### src/rtl/cntr_mod_n_prog_pkg.sv
// Shared types and constants for the programmable modulo-N counter.
package cntr_pkg;

    typedef enum logic [1:0] {
        IDLE = 2'd0,
        RUN  = 2'd1,
        DONE = 2'd2
    } cntr_state_e;

    localparam int unsigned CNTR_DW = 8;

    // Observable counter snapshot at the default width
    typedef struct packed {
        logic [CNTR_DW-1:0] count;
        logic               tc;
        logic               ovf;
    } cntr_t;

    localparam logic CNT_UP = 1'b0;
    localparam logic CNT_DN = 1'b1;

endpackage

### src/rtl/cntr_mod_n_prog_if.sv
// Control/status bundle between the register block and the counter.
interface cntr_mod_n_prog_if #(
    parameter int unsigned DW = 8,
    parameter int unsigned WW = 4
);
    logic          i_enb;
    logic          i_clr;
    logic          i_load;
    logic [DW-1:0] i_load_val;
    logic          i_start;
    logic [DW-1:0] i_top;
    logic          i_dir;
    logic          i_oneshot;
    logic          i_ovf_clr;
    logic [DW-1:0] o_count;
    logic          o_tc;
    logic          o_ovf;
    logic [WW-1:0] o_wraps;
    logic          o_busy;
    logic          o_done;

    modport master (
        output i_enb, i_clr, i_load, i_load_val, i_start, i_top, i_dir,
               i_oneshot, i_ovf_clr,
        input  o_count, o_tc, o_ovf, o_wraps, o_busy, o_done
    );

    modport slave (
        input  i_enb, i_clr, i_load, i_load_val, i_start, i_top, i_dir,
               i_oneshot, i_ovf_clr,
        output o_count, o_tc, o_ovf, o_wraps, o_busy, o_done
    );
endinterface

### src/rtl/cntr_wrap_sat.sv
// Saturating event counter: counts i_inc pulses, sticks at all-ones.
module cntr_wrap_sat #(
    parameter int unsigned WW = 4
) (
    input  logic          clk,
    input  logic          rst,
    input  logic          i_inc,
    input  logic          i_clr,
    output logic [WW-1:0] o_val
);
    logic [WW-1:0] r_val;

    // Clear has priority over increment; increment stops at all-ones
    always_ff @(posedge clk or posedge rst) begin
        if (rst) begin
            r_val <= '0;
        end else if (i_clr) begin
            r_val <= '0;
        end else if (i_inc && (r_val != '1)) begin
            r_val <= r_val + WW'(1);
        end
    end

    assign o_val = r_val;
endmodule

### src/rtl/cntr_mod_n_prog.sv
// Programmable modulo-N event counter with run control, load and wrap stats.
module cntr_mod_n_prog
    import cntr_pkg::*;
#(
    parameter int unsigned DW = 8,
    parameter int unsigned WW = 4
) (
    input  logic                clk,
    input  logic                rst,
    cntr_mod_n_prog_if.slave    bus
);
    cntr_state_e   r_state, w_state_nxt;
    logic [DW-1:0] r_count, w_count_nxt;
    logic [DW-1:0] r_top,   w_top_nxt;
    logic          r_dir,   w_dir_nxt;
    logic          r_os,    w_os_nxt;
    logic          r_ovf;
    logic          w_at_term;
    logic          w_wrap;
    logic [DW-1:0] w_load_clamped;
    logic [WW-1:0] w_wraps;

    // Terminal position for the latched direction and the clamped load value
    always_comb begin
        w_at_term      = (r_dir == CNT_DN) ? (r_count == '0) : (r_count >= r_top);
        w_load_clamped = (bus.i_load_val < r_top) ? bus.i_load_val : r_top;
    end

    // Next-state, datapath and wrap decode; priority clr > load > start > enb
    always_comb begin
        w_state_nxt = r_state;
        w_count_nxt = r_count;
        w_top_nxt   = r_top;
        w_dir_nxt   = r_dir;
        w_os_nxt    = r_os;
        w_wrap      = 1'b0;
        if (bus.i_clr) begin
            w_state_nxt = IDLE;
            w_count_nxt = '0;
        end else if (bus.i_load) begin
            w_count_nxt = w_load_clamped;
        end else if (bus.i_start) begin
            w_top_nxt   = bus.i_top;
            w_dir_nxt   = bus.i_dir;
            w_os_nxt    = bus.i_oneshot;
            w_count_nxt = (bus.i_dir == CNT_DN) ? bus.i_top : '0;
            w_state_nxt = RUN;
        end else if ((r_state == RUN) && bus.i_enb) begin
            if (w_at_term) begin
                w_wrap = 1'b1;
                // One-shot parks on the terminal value instead of wrapping
                if (r_os) begin
                    w_state_nxt = DONE;
                end else begin
                    w_count_nxt = (r_dir == CNT_DN) ? r_top : '0;
                end
            end else begin
                w_count_nxt = (r_dir == CNT_DN) ? (r_count - DW'(1)) : (r_count + DW'(1));
            end
        end
    end

    // State, count and latched configuration registers
    always_ff @(posedge clk or posedge rst) begin
        if (rst) begin
            r_state <= IDLE;
            r_count <= '0;
            r_top   <= '1;
            r_dir   <= CNT_UP;
            r_os    <= 1'b0;
        end else begin
            r_state <= w_state_nxt;
            r_count <= w_count_nxt;
            r_top   <= w_top_nxt;
            r_dir   <= w_dir_nxt;
            r_os    <= w_os_nxt;
        end
    end

    // Sticky overflow; a wrap in the same cycle beats the clear request
    always_ff @(posedge clk or posedge rst) begin
        if (rst) begin
            r_ovf <= 1'b0;
        end else if (w_wrap) begin
            r_ovf <= 1'b1;
        end else if (bus.i_ovf_clr) begin
            r_ovf <= 1'b0;
        end
    end

    cntr_wrap_sat #(
        .WW (WW)
    ) u_wrap_sat (
        .clk   (clk),
        .rst   (rst),
        .i_inc (w_wrap),
        .i_clr (bus.i_clr),
        .o_val (w_wraps)
    );

    assign bus.o_count = r_count;
    assign bus.o_tc    = (r_state == RUN) && w_at_term;
    assign bus.o_ovf   = r_ovf;
    assign bus.o_wraps = w_wraps;
    assign bus.o_busy  = (r_state == RUN);
    assign bus.o_done  = (r_state == DONE);
endmodule

### src/flat_wrapper.sv
// flat-port wrapper written by rule: the top's interface ports become plain ports
module cntr_mod_n_prog_flat import cntr_pkg::*;
#(
    parameter int unsigned DW = 8,
    parameter int unsigned WW = 4
)
  (clk, rst, bus_i_enb, bus_i_clr, bus_i_load, bus_i_load_val, bus_i_start, bus_i_top, bus_i_dir, bus_i_oneshot, bus_i_ovf_clr, bus_o_count, bus_o_tc, bus_o_ovf, bus_o_wraps, bus_o_busy, bus_o_done);
  cntr_mod_n_prog_if #(.DW(DW), .WW(WW)) bus_i ();
  input  logic clk;
  input  logic rst;
  input wire logic [$bits(bus_i.i_enb)-1:0] bus_i_enb;
  input wire logic [$bits(bus_i.i_clr)-1:0] bus_i_clr;
  input wire logic [$bits(bus_i.i_load)-1:0] bus_i_load;
  input wire logic [$bits(bus_i.i_load_val)-1:0] bus_i_load_val;
  input wire logic [$bits(bus_i.i_start)-1:0] bus_i_start;
  input wire logic [$bits(bus_i.i_top)-1:0] bus_i_top;
  input wire logic [$bits(bus_i.i_dir)-1:0] bus_i_dir;
  input wire logic [$bits(bus_i.i_oneshot)-1:0] bus_i_oneshot;
  input wire logic [$bits(bus_i.i_ovf_clr)-1:0] bus_i_ovf_clr;
  output wire logic [$bits(bus_i.o_count)-1:0] bus_o_count;
  output wire logic [$bits(bus_i.o_tc)-1:0] bus_o_tc;
  output wire logic [$bits(bus_i.o_ovf)-1:0] bus_o_ovf;
  output wire logic [$bits(bus_i.o_wraps)-1:0] bus_o_wraps;
  output wire logic [$bits(bus_i.o_busy)-1:0] bus_o_busy;
  output wire logic [$bits(bus_i.o_done)-1:0] bus_o_done;
  assign bus_i.i_enb = bus_i_enb;
  assign bus_i.i_clr = bus_i_clr;
  assign bus_i.i_load = bus_i_load;
  assign bus_i.i_load_val = bus_i_load_val;
  assign bus_i.i_start = bus_i_start;
  assign bus_i.i_top = bus_i_top;
  assign bus_i.i_dir = bus_i_dir;
  assign bus_i.i_oneshot = bus_i_oneshot;
  assign bus_i.i_ovf_clr = bus_i_ovf_clr;
  assign bus_o_count = bus_i.o_count;
  assign bus_o_tc = bus_i.o_tc;
  assign bus_o_ovf = bus_i.o_ovf;
  assign bus_o_wraps = bus_i.o_wraps;
  assign bus_o_busy = bus_i.o_busy;
  assign bus_o_done = bus_i.o_done;
  cntr_mod_n_prog #(.DW(DW), .WW(WW)) u_core (.clk(clk), .rst(rst), .bus(bus_i));
endmodule
### config.mk
export PLATFORM = sky130hd
export DESIGN_NAME = cntr_mod_n_prog_flat
export DESIGN_NICKNAME = d
export VERILOG_FILES = /design/src/rtl/cntr_mod_n_prog_pkg.sv /design/src/rtl/cntr_mod_n_prog_if.sv /design/src/rtl/cntr_wrap_sat.sv /design/src/rtl/cntr_mod_n_prog.sv /design/src/flat_wrapper.sv
export SDC_FILE = /design/constraint.sdc
export NUM_CORES = 1
export LEC_CHECK = 0
export ABC_AREA = 1
export BUFFER_PORTS_ARGS = -buffer_cell sky130_fd_sc_hd__buf_4
export CAP_MARGIN = 20
export CORE_UTILIZATION = 51
export DETAILED_ROUTE_END_ITERATION = 10
export PLACE_DENSITY = 0.77
export SLEW_MARGIN = 10
export SYNTH_ARGS = -nofsm -noshare
export SYNTH_HDL_FRONTEND = slang
export SYNTH_SLANG_ARGS = --single-unit
### constraint.sdc
create_clock -name clk -period 1.73 [get_ports clk]
set_input_delay 0.346 -clock clk [delete_from_list [all_inputs] [get_ports clk]]
set_output_delay 0.346 -clock clk [all_outputs]
set_load 0.02 [all_outputs]
# After elaboration in Yosys (flattened, before gate mapping)
# Index checks and enable logic that the tools add are counted.
dict set report word_totals {
  reg_bits 25
  memories 0
  latchBits 0
  output_inout_bits 16
  in_bits 25
  ramBits 0
  mem_bits_ro 0
}
dict set report classes {
  multipliers 0
  n_eq_ne 5
  n_reduce_logical 13
  addsub 3
  order_cmp 2
  bitwise_logic 2
  n_mux 26
  n_shift 0
  div_mod_pow 0
}
# op count
set op_table {}
lappend op_table {{8-bit two-way mux} 10}
lappend op_table {{2-bit two-way mux} 6}
lappend op_table {{3-bit nonzero test} 3}
lappend op_table {{8-bit by 1-bit adder with 8-bit output, second input constant} 1}
lappend op_table {{8-bit greater-or-equal comparator} 1}
lappend op_table {{8-bit logical NOT} 1}
lappend op_table {{8-bit less-than comparator} 1}
lappend op_table {{1-bit two-way mux} 8}
lappend op_table {{4-bit two-way mux} 2}
lappend op_table {{8-bit by 1-bit subtractor with 8-bit output, second input constant} 1}
lappend op_table {{5-bit inequality test, second input constant} 1}
lappend op_table {{4-bit by 1-bit adder with 4-bit output, second input constant} 1}
lappend op_table {{4-bit inequality test, second input constant} 1}
lappend op_table {{4-bit AND reduction} 1}
lappend op_table {{2-bit nonzero test} 2}
lappend op_table {{4-bit nonzero test} 1}
lappend op_table {{1-bit logical AND} 3}
lappend op_table {{3-bit AND reduction} 1}
lappend op_table {{2-bit by 1-bit == test with 1-bit output, second input constant} 1}
lappend op_table {{2-bit == test, second input constant} 1}
lappend op_table {{2-bit inequality test, second input constant} 1}
lappend op_table {{1-bit inverter} 2}
lappend op_table {{2-bit AND reduction} 1}

# Longest topological paths before layout
dict set report logic_depth {
  ltp_word 10
  mapped_depth 16
  ltp_nobuf 16
}

# Hierarchy
# A second synthesis with hierarchy kept.
dict set report hier_totals {
  hier_cells 360
  area_unflattened_um2 2342.2
}
# mod area_per_inst_um2 cells_per_inst n_inst seq_area_each_um2
set by_module_without_submodules {}
lappend by_module_without_submodules {cntr_mod_n_prog 2118.3 330 1 535.5}
lappend by_module_without_submodules {cntr_wrap_sat 224.0 30 1 100.1}

# Worst setup path before layout
# OpenSTA, ideal clock, no wires.
dict set report synth_timing {
  path_kind {flip-flop to output port}
  startpoint {reg u_core.r_count[0], in the netlist u_core.bus.o_count[0]}
  endpoint {out bus_o_tc}
  path_stages_with_launch 11
  path_buffers 0
  arrival_ns 1.871
  slack_ns -0.487
  path_cell_list {dfrtp_1 inv_1 ha_1 nand2_1 nand3_1 nand2_1 nand2_1 nand2_1 nand2_2 nand2_2 nor3_1}
}
dict set report synth_via {
  elab_chain_cells 3
  elab_cells_between_ends 4
}
# element line
set synth_rtl {}
lappend synth_rtl {{start: declaration} cntr_mod_n_prog.sv:13} ;# logic [DW-1:0] r_count, w_count_nxt;
lappend synth_rtl {{start signal: assignment} cntr_mod_n_prog.sv:73} ;# r_count <= w_count_nxt;
lappend synth_rtl {{8-bit greater-or-equal comparator or 8-bit logical NOT (tied branches)} cntr_mod_n_prog.sv:25} ;# w_at_term = (r_dir == CNT_DN) ? (r_count == '0) : (r_count >= r_top);
lappend synth_rtl {{1-bit two-way mux *} cntr_mod_n_prog.sv:25}
lappend synth_rtl {{1-bit logical AND *} cntr_mod_n_prog.sv:102} ;# assign bus.o_tc = (r_state == RUN) && w_at_term;
lappend synth_rtl {{end: declaration} flat_wrapper.sv:21} ;# output wire logic [$bits(bus_i.o_tc)-1:0] bus_o_tc;
# Every way passes the cells marked *; elsewhere a longest branch is shown, timed or not.

# Worst setup path in the final report
dict set report layout_timing {
  startpoint {reg u_core.r_top[3]}
  endpoint {out bus_o_tc}
}
dict set report layout_via {
  elab_chain_cells 3
}
# element line
set layout_rtl {}
lappend layout_rtl {{start: declaration} cntr_mod_n_prog.sv:14} ;# logic [DW-1:0] r_top, w_top_nxt;
lappend layout_rtl {{start signal: assignment} cntr_mod_n_prog.sv:74} ;# r_top <= w_top_nxt;
lappend layout_rtl {{8-bit greater-or-equal comparator} cntr_mod_n_prog.sv:25}
lappend layout_rtl {{1-bit two-way mux} cntr_mod_n_prog.sv:25}
lappend layout_rtl {{1-bit logical AND} cntr_mod_n_prog.sv:102}
# No other way between the ends.

==> reports/metrics.cfg <==
[timing]
finalWorstSetupSlack_ps = -473
slew_headroom_pct = 73.2
finalCritPeriodShare_pct = 127
min_period_ps = 2200
worstMarginPinSlew_ps = 401
finalSetupViolCount = 15
max_freq_mhz = 454
hold_viol_final = 0
final_max_slew_viol_count = 0
rsz0062_at_grt = yes
clock_skew_ps = 1.34

[cts]
clk_pin_slew_ps = 90
cts_inserted_buffers = 3
cts_tree = built
cts.sinks = 25
cts-root-buf = clkbuf_8
ctsHtreeMaxLevel = 1
cts_buffer_depth = 2
worstSkewPairLatency_ps = 280

[grt]
grt_pass1_vias = 2367
grtUsageTotal_pct = 30.7
grt_max_degree = 26
grt_pass1_wl_mm = 10.5
antenna_found_initial = 0
grt_remaining_overflow = 0

[setup_path]
worstPathCellList = inv_4, ha_4, nand2_2, inv_1, nand2_2, nand2_2, nand2_2, nand2_4, nand2_4, nor3_4, buf_6
max_stage_delay_ps = 570
arrival_ps = 1860
regToRegStartpoint = u_core.r_top[5]
crit_top_cell = nand2_2
crit_path_end_kind = output pin
cp-start-kind = flop
critical_path_required_ps = 1380
critical_path.startpoint = u_core.r_top[3]
cp_max_fo = 2
crit_slowest_cell = dfstp_2
crit_type = reg2out

[synth]
synth_top_area_share_pct = 18.9
synthMuxAreaShare_pct = 0.500
synthTopCellsByCount = nand2_1, inv_1, nand3_1
yosys.area_share.simple_pct = 34.9
synth_area_per_cell_um2 = 6.85
synth_cells = 329
synth_enable_flop_cells = 0
synth_nets = 377
yosysSeqAreaShare_pct = 28.2
yosysMostFrequentCell = nand2_1
synth_area_leaders = dfrtp_1, nand2_1, ha_1, dfstp_2, nand3_1
yosysTopAreaCell = dfrtp_1
yosys.area_share.xor_xnor_pct = 1.55
synth-compound-area-share_pct = 12.9
yosysWarnings = 0
synth-seq-cells = 25
synthArstFlopShare_pct = 100
ys_types = 36
synth-adder-area-share_pct = 13.1
synth_top_family_by_area = simple AND/OR/NAND/NOR gates
synth_area_um2 = 2250
synth-main-ff-cell = dfrtp_1

[status]
outcome = complete, but fails checks
violations = setup timing

[worst_hold_path]
hp-class = in2async

[floorplan]
row_count = 23
chipHeight_um = 68.5
die_w_um = 68.5
ios = 41
core_um2 = 4120
dieArea_um2 = 4690
start_util_pct = 54.8

[power]
ir_worst_vdd_mv = 0.495
p_leak_uw = 0.00174
power_density_nw_per_um2 = 852

[drt]
drtIter0Drc = 203
antenna_left = 0
drcViolationCount = 0
first_pass_iters = 7
post_drt_wl_per_cell_um = 15.4
routed_via_density = 5.61
wl_mm = 7.16
vias = 2608

[placed_design]
gp_congestion = 0.938
hpwl_mm = 4.98
port_buffers = 40
place_ws_ps = -266

[cells_and_area]
utilization_pct = 81.7
n_antenna_cell = 0
fillCellCount = 267
area_delta_synth_final_pct = 49.1
nets = 464
final_layout_size_suffix_gt1_share_pct = 40.5

[run]
maxCapViolCount = 0

## registers in the layout, summed over array words and instances, names as in the netlist
register / cells
u_core.r_top: 8
u_core.r_state: 2
u_core.u_wrap_sat.o_val: 4
u_core.r_dir: 1
u_core.bus.o_ovf: 1
u_core.bus.o_count: 8
u_core.r_os: 1
## cell families after synthesis
logic type | count (synthesis)
compound gates | 47
xor+xnor | 4
fa+ha+maj | 23
buf+inv | 49
flops | 25
mux | 1
simple gates | 180
## worst paths after layout
check | depth (start not counted) | slack, ps | end
max | 11 | -470 | bus_o_tc
min | 3 | 110 | u_core.u_wrap_sat.o_val[1]
max reg2reg | 12 | -330 | u_core.bus.o_count[2]
min reg2reg | 2 | 500 | u_core.r_state[0]
max in group asynchronous | 3 | 1310 | u_core.r_top[7]
min in group clk | 2 | 210 | u_core.bus.o_ovf
## where the power goes
group | switching (µW) | leakage (µW) | total, µW | internal (µW)
Sequential | 83.3 | 0.000304 | 762 | 678
Combinational | 936 | 0.00142 | 1720 | 788
Clock | 213 | 0.0000228 | 379 | 166
## cell usage in the layout (no fill, tap or decap), types with 10 or more instances in the layout
cell,n
a21oi_1,15
buf_4,80
dfrtp_1,14
ha_1,13
inv_1,34
nand2_1,96
nand2_2,10
nand3_1,24
nand3_2,12
nor2_1,19
## stage by stage
step / total power, µW / cell area (µm²) / cells / hold WS (ps) / TNS [ps]
2_1_floorplan: 1630 / 2340 / 329 / 367 / -465
3_3_place_gp: 2160 / 3000 / 455 / 425 / -2820
3_5_place_dp: 2200 / 3000 / 455 / 432 / -3480
4_1_cts: 2640 / 3150 / 463 / 126 / -4370
5_1_grt: 3060 / 3360 / 465 / 141 / -6030
6_report: 2860 / 3360 / 465 / 110 / -4550
## worst max-delay path, delay by kind of cell, from the launching register on
family	cells	cell delay (ps)
DFF	1	570
and+or+nand+nor	7	510
adders and majority gates	1	270
buffers and inverters	3	240
## layer usage
metal,up-vias,part of all wire [%],global-route usage (%)
met1,1207,39,38.4
met3,33,8.0,4.50
met5,-,0,0
li1,1238,-,-
met2,130,49,50.9
met4,0,4.5,15.1
## area by class of cell
| cell class | count | area [µm²] | area share [%] |
|---|---|---|---|
| repair buffers | 87 | 706 | 21.0 |
| multi-input cells | 256 | 1740 | 51.9 |
| inverters | 43 | 164 | 4.88 |
| flip-flops and latches | 25 | 639 | 19.0 |
| well taps | 50 | 62.6 | 1.86 |
| clock buffers | 4 | 45.0 | 1.34 |
## repair_timing
action | CTS | global route
setup buffers | 4 | 2
hold buffers | 0 | 0
cloned | 0 | 1
gates resized for setup | 13 | 44
endpoints found under the setup margin | 15 | 16
pin swaps | 6 | 12
Power figures use the tool's default switching activity.
